### src/rtl/deser_pkg.sv
// deser_pkg -- shared definitions for the deserializer slice.
//   DATA_W   : width of an assembled byte
//   BITCNT_W : width of the bit index within a byte
//   state_t  : framing state (SKIP = discard one dead bit, RUN = assemble)
package deser_pkg;

  localparam int DATA_W   = 8;
  localparam int BITCNT_W = 3;

  typedef enum logic {
    SKIP = 1'b0,
    RUN  = 1'b1
  } state_t;

endpackage : deser_pkg

### src/rtl/deser_shift.sv
// deser_shift -- bit-assembly shift register and bit counter.
// Ports:
//   clk         : clock, rising edge
//   reset       : asynchronous active-low reset
//   i_en        : assemble enable (framing FSM is in RUN)
//   i_in        : serial data bit, LSB first
//   i_align     : framing restart; i_in becomes bit 0, counter goes to 1
//   o_bitcnt    : index of the bit that the next edge will store
//   o_byte_done : the current edge samples bit 7 of a byte
//   o_byte      : completed byte {i_in, bits 6..0}, valid with o_byte_done
module deser_shift
  import deser_pkg::*;
(
  input  logic                clk,
  input  logic                reset,
  input  logic                i_en,
  input  logic                i_in,
  input  logic                i_align,
  output logic [BITCNT_W-1:0] o_bitcnt,
  output logic                o_byte_done,
  output logic [DATA_W-1:0]   o_byte
);

  // Only bits 0..6 are stored; bit 7 goes straight from i_in into o_byte.
  logic [DATA_W-2:0]   r_shift;
  logic [BITCNT_W-1:0] r_bitcnt;

  always_ff @(posedge clk or negedge reset) begin
    if (!reset) begin
      r_shift  <= '0;
      r_bitcnt <= '0;
    end else if (i_align) begin
      // Restart framing: the partial byte is discarded.
      r_shift  <= {{(DATA_W-2){1'b0}}, i_in};
      r_bitcnt <= BITCNT_W'(1);
    end else if (i_en) begin
      for (int i = 0; i < DATA_W-1; i++) begin
        if (r_bitcnt == BITCNT_W'(i)) begin
          r_shift[i] <= i_in;
        end
      end
      // Natural wrap 7 -> 0, no gap cycle between bytes.
      r_bitcnt <= r_bitcnt + BITCNT_W'(1);
    end
  end

  assign o_bitcnt    = r_bitcnt;
  assign o_byte_done = i_en && !i_align && (r_bitcnt == BITCNT_W'(DATA_W-1));
  assign o_byte      = {i_in, r_shift};

endmodule : deser_shift

### src/rtl/deserializer.sv
// deserializer -- serial-to-parallel byte deserializer with a one-byte
// holding register and valid/ready output handshake.
// Ports:
//   clk          : clock, all state on rising edge
//   reset        : asynchronous active-low reset
//   in           : serial data, LSB first, one bit per clk
//   align        : framing restart; the bit on in this cycle is bit 0
//   out          : assembled byte holding register
//   out_valid    : out holds an unconsumed byte
//   out_ready    : consumer accepts out when out_valid && out_ready at an edge
//   overrun      : sticky flag, a completed byte was dropped
//   o_dbg_state  : framing FSM state (debug)
//   o_dbg_bitcnt : next bit index (debug)
// Build option: DESER_OVERRUN_EN enables the sticky overrun flag; without it
// overrun is tied 0 and dropping behaviour is identical.
//
// Handshake: a byte transfers at a rising edge where out_valid && out_ready.
// out_valid rises when a byte completes and may only fall through such a
// transfer; while out_valid=1 and out_ready=0, out is held stable and any
// newly completed byte is dropped.
module deserializer
  import deser_pkg::*;
(
  input  logic                clk,
  input  logic                reset,
  input  logic                in,
  input  logic                align,
  output logic [DATA_W-1:0]   out,
  output logic                out_valid,
  input  logic                out_ready,
  output logic                overrun,
  output state_t              o_dbg_state,
  output logic [BITCNT_W-1:0] o_dbg_bitcnt
);

  state_t              r_state;
  state_t              w_state_nxt;
  logic                w_run;
  logic                w_byte_done;
  logic [DATA_W-1:0]   w_byte;
  logic                w_load;
  logic                w_drop;
  logic [DATA_W-1:0]   r_out;
  logic                r_out_valid;

  // SKIP lasts exactly one edge (the serializer's dead cycle); align also
  // lands in RUN and takes priority over the skip.
  always_comb begin
    w_state_nxt = r_state;
    case (r_state)
      SKIP:    w_state_nxt = RUN;
      RUN:     w_state_nxt = RUN;
      default: w_state_nxt = SKIP;
    endcase
    if (align) begin
      w_state_nxt = RUN;
    end
  end

  always_ff @(posedge clk or negedge reset) begin
    if (!reset) begin
      r_state <= SKIP;
    end else begin
      r_state <= w_state_nxt;
    end
  end

  assign w_run = (r_state == RUN);

  deser_shift u_shift (
    .clk         (clk),
    .reset       (reset),
    .i_en        (w_run),
    .i_in        (in),
    .i_align     (align),
    .o_bitcnt    (o_dbg_bitcnt),
    .o_byte_done (w_byte_done),
    .o_byte      (w_byte)
  );

  // A completed byte is loaded when the register is empty or being drained
  // at this same edge; otherwise it is dropped.
  assign w_load = w_byte_done && (!r_out_valid || out_ready);
  assign w_drop = w_byte_done && r_out_valid && !out_ready;

  always_ff @(posedge clk or negedge reset) begin
    if (!reset) begin
      r_out       <= '0;
      r_out_valid <= 1'b0;
    end else if (w_load) begin
      r_out       <= w_byte;
      r_out_valid <= 1'b1;
    end else if (out_ready) begin
      r_out_valid <= 1'b0;
    end
  end

`ifdef DESER_OVERRUN_EN
  logic r_overrun;

  // align clears the flag; a drop cannot coincide with align because
  // align suppresses completion.
  always_ff @(posedge clk or negedge reset) begin
    if (!reset) begin
      r_overrun <= 1'b0;
    end else if (align) begin
      r_overrun <= 1'b0;
    end else if (w_drop) begin
      r_overrun <= 1'b1;
    end
  end

  assign overrun = r_overrun;
`else
  logic w_drop_unused;
  assign w_drop_unused = w_drop;
  assign overrun       = 1'b0;
`endif

  assign out         = r_out;
  assign out_valid   = r_out_valid;
  assign o_dbg_state = r_state;

endmodule : deserializer

### config.mk
export PLATFORM = sky130hd
export DESIGN_NAME = deserializer
export DESIGN_NICKNAME = d
export VERILOG_FILES = /design/src/rtl/deser_pkg.sv /design/src/rtl/deser_shift.sv /design/src/rtl/deserializer.sv
export SDC_FILE = /design/constraint.sdc
export NUM_CORES = 1
export LEC_CHECK = 0
export ABC_AREA = 1
export CAP_MARGIN = 40
export CELL_PAD_IN_SITES_DETAIL_PLACEMENT = 1
export CELL_PAD_IN_SITES_GLOBAL_PLACEMENT = 2
export CORE_MARGIN = 1
export CORE_UTILIZATION = 27
export CTS_CLUSTER_SIZE = 12
export DETAILED_ROUTE_END_ITERATION = 6
export PLACE_DENSITY_LB_ADDON = 0.1
export SLEW_MARGIN = 15
export SYNTH_ARGS = -nofsm -noshare
export SYNTH_HDL_FRONTEND = slang
export SYNTH_HIERARCHICAL = 1
export SYNTH_SLANG_ARGS = --single-unit
### constraint.sdc
create_clock -name clk -period 1.3 [get_ports clk]
set_input_delay 0.195 -clock clk [delete_from_list [all_inputs] [get_ports clk]]
set_output_delay 0.195 -clock clk [all_outputs]
set_load 0.02 [all_outputs]
==> metrics.md <==
| Metric | Value |
|---|---|
| CP Buf/Inv Count | `2` |
| WS Path Type | `flip-flop to flip-flop` |
| Antenna Cells | `0` |
| Post-synth design cell area | `1010 um2` |
| CP max-delay cell | `dfrtp_2` |
| Design area | `1510 um2` |
| Core area | `3470 um2` |
| Largest net degree at the start of global routing | `21` |
| Max_cap viols | `0` |
| Clock Path Buffers | `2` |
| Reg2Reg Depth | `7` |
| Startpoint types | `flip-flop` |
| Reg2Reg Launch Point | `u_shift/o_bitcnt[1]$_DFFE_PN0P_` |
| Status | `finished, final reports clean` |
| Crit path max fanout | `5` |
| First-pass DRT Iterations | `4` |
| Clock Tree Root | `clkbuf_8` |
| P_leak | `0.000792 uW` |
| Area delta synth->final | `49.6%` |
| Drt first-iter violations | `17` |
| Slowest cell delay on critical path | `440 ps` |
| Cell variety after synth | `16` |
| Vias in the first global route | `927` |
| Total CTS buffers | `3` |
| Class of the worst hold path | `input port to asynchronous set/reset pin` |
| Worst flop-to-flop path endpoint | `out[1]$_DFFE_PN0P_` |
| Crit path time final | `1250 ps` |
| Arrival @ worst endpoint | `1400 ps` |
| Vias post-DR | `854` |
| Seq/Total Area, Yosys | `49.6%` |
| Crit path top cell by count | `ha_4` |
| Die ar. | `3980 um2` |
| CP delay by family, top | `flip-flops` |
| Crit. End Element | `flip-flop` |
| XOR/XNOR Fraction of Synth Area | `0%` |
| Post-Synth Simple-Gate Area | `28.2%` |
| Wire length per cell | `13.1 um` |
| Adder-cell area share of the yosys netlist | `7.44%` |
| Register bit total from synthesis | `20` |
| Final hold violations | `0` |
| Die Ht | `63.1 um` |
| Fin. max-slew vios | `0` |
| Hold slack final | `277 ps` |
| Port buffer count | `17` |
| Congestion Overflow GR | `0` |
| Tot Pwr | `1450 uW` |
| Compound-cell area share of the yosys netlist | `3.60%` |
| Post-Syn Instances | `119` |
| Die W | `63.1 um` |
| Area of placed instances | `1310 um2` |
| Filler Cell Count | `415` |
| Gpl congestion | `0.762` |
| Routed WL | `2580 um` |
| Vias/cell | `4.34` |
| First-pass GRT wire length | `4350 um` |
| Clock sink count | `20` |
| Total track usage | `14.1%` |
| Critical Path Stages | `7` |
| Syn Area/Cell | `8.47 um2` |
| Post-synthesis mux area share | `0%` |
| Initial Util | `29.1%` |
| CP required | `1450 ps` |
| Worst skew pair latency | `250 ps` |
| Critical path, cell by cell | `ha_4 -> ha_4 -> inv_2 -> nor2_4 -> buf_6 -> nand3_1 -> nand2_2` |
| P per Cell Area | `960 nW/um2` |
| CTS tree | `yes` |
| Clk_skew | `3.29 ps` |
| Largest family of logic cells by synthesized area | `simple AND/OR/NAND/NOR gates` |
| Number of H-tree levels | `1` |
| Cts hold-fix bufs | `0` |
| Unrepaired setup endpoints after global routing | `yes` |
| # rows | `21` |
| Ports | `19` |
| Antenna viol nets, final | `0` |
| Post-DP HPWL | `1980 um` |
| Antenna violations before repair | `0` |
| Mapped Nets | `130` |
| R2R Setup Slk | `50 ps` |
| DRC violations left | `0` |
| Clk pin slew, worst setup/hold paths | `80 ps` |
| Total Nets Final | `163` |
| Layout cell share with drive strength beyond 1 | `36.4%` |
| Fin crit share | `96.2%` |
| Max frequency | `799 MHz` |
| Count of final setup violators | `0` |
| Maximum VDD drop | `0.410 mV` |
| Synth Warn # | `6` |
-- metrics by stage --
step	worst slack [ps]	util [%]	setup TNS (ps)	std cells
3_5_place_dp	-140	37.6	-1150	189
3_3_place_gp	-90.6	37.6	-827	189
5_1_grt	-15.6	43.5	-48.5	197
2_1_floorplan	11.2	-	0	119
6_report	48.8	43.5	0	197
4_1_cts	-19.9	39.5	-31.2	196
-- what timing repair did --
action	CTS	global route
gates resized for setup	17	35
gates cloned	2	0
buffers inserted	1	1
pin swaps	1	5
endpoints found under the setup margin	23	16
-- kinds of logic after synthesis --
group / count (synthesis)
adder cells (fa/ha/maj): 6
AO/OA/AOI/OAI: 7
other: 2
buffers and inverters: 19
flip-flops: 20
AND/OR/NAND/NOR: 65
-- cell usage after synthesis, drive strengths merged --
library cell | n | area (um2)
buf | 6 | 56.3
or2 | 1 | 6.26
nand3 | 14 | 70.1
conb | 2 | 7.51
inv | 13 | 48.8
ha | 6 | 75.1
o21ai | 5 | 25.0
dfrtp | 20 | 500
a21oi | 1 | 5.00
nand2 | 41 | 174
nor2 | 9 | 33.8
o22ai | 1 | 6.26
-- how the worst max path moves through the flow --
stage,slack (ps),startpoint,end
after global placement,-90,align,out[6]$_DFFE_PN0P_
after global routing,-20,u_shift/o_bitcnt[1]$_DFFE_PN0P_,out[1]$_DFFE_PN0P_
after CTS,-20,u_shift/o_bitcnt[0]$_DFFE_PN0P_,u_shift/r_shift[2]$_DFFE_PN0P_
after detailed placement,-140,align,out[1]$_DFFE_PN0P_
final,50,u_shift/o_bitcnt[1]$_DFFE_PN0P_,out[1]$_DFFE_PN0P_
after floorplan,10,u_shift/o_bitcnt[0]$_DFFE_PN0P_,out_valid$_DFFE_PN0P_
-- state kept, by name, indices dropped and copies added (netlist names) --
name / cells
out_valid: 1
out: 8
u_shift/o_bitcnt: 3
o_dbg_state: 1
u_shift/r_shift: 7
-- area by class of cell --
type | instances | area [um2] | area share (%)
Sequential cell | 20 | 504 | 33.4
Multi-Input combinational cell | 81 | 546 | 36.2
Inverter | 13 | 56.3 | 3.73
Clock buffer | 4 | 55.1 | 3.65
Timing Repair Buffer | 33 | 290 | 19.2
Tap cell | 46 | 57.6 | 3.81
-- per-layer routing --
layer | up-vias | global-route usage [%] | wire (um)
li1 | 428 | - | -
met1 | 410 | 16.0 | 1060
met2 | 14 | 26.9 | 1430
met3 | 2 | 2.54 | 79
met4 | 0 | 3.49 | 19
met5 | - | 0 | 0
-- cell usage in the layout, fill, tap and decap left out, drive strengths merged --
cell type	netlist	layout
a21oi	1	1
ha	6	6
nor2	9	9
nand3	14	14
inv	13	13
or2	1	1
nand2	41	42
conb	2	2
o21ai	5	5
clkdlybuf4s50	0	4
clkbuf	0	4
dlygate4sd2	0	13
o22ai	1	1
dfrtp	20	20
buf	6	16
-- where the power goes --
| part | internal (uW) | switching (uW) | leakage [uW] |
|---|---|---|---|
| logic | 123 | 158 | 0.000499 |
| clock network | 269 | 204 | 0.0000288 |
| registers | 661 | 32.4 | 0.000264 |
(Power assumes the default switching activity.)
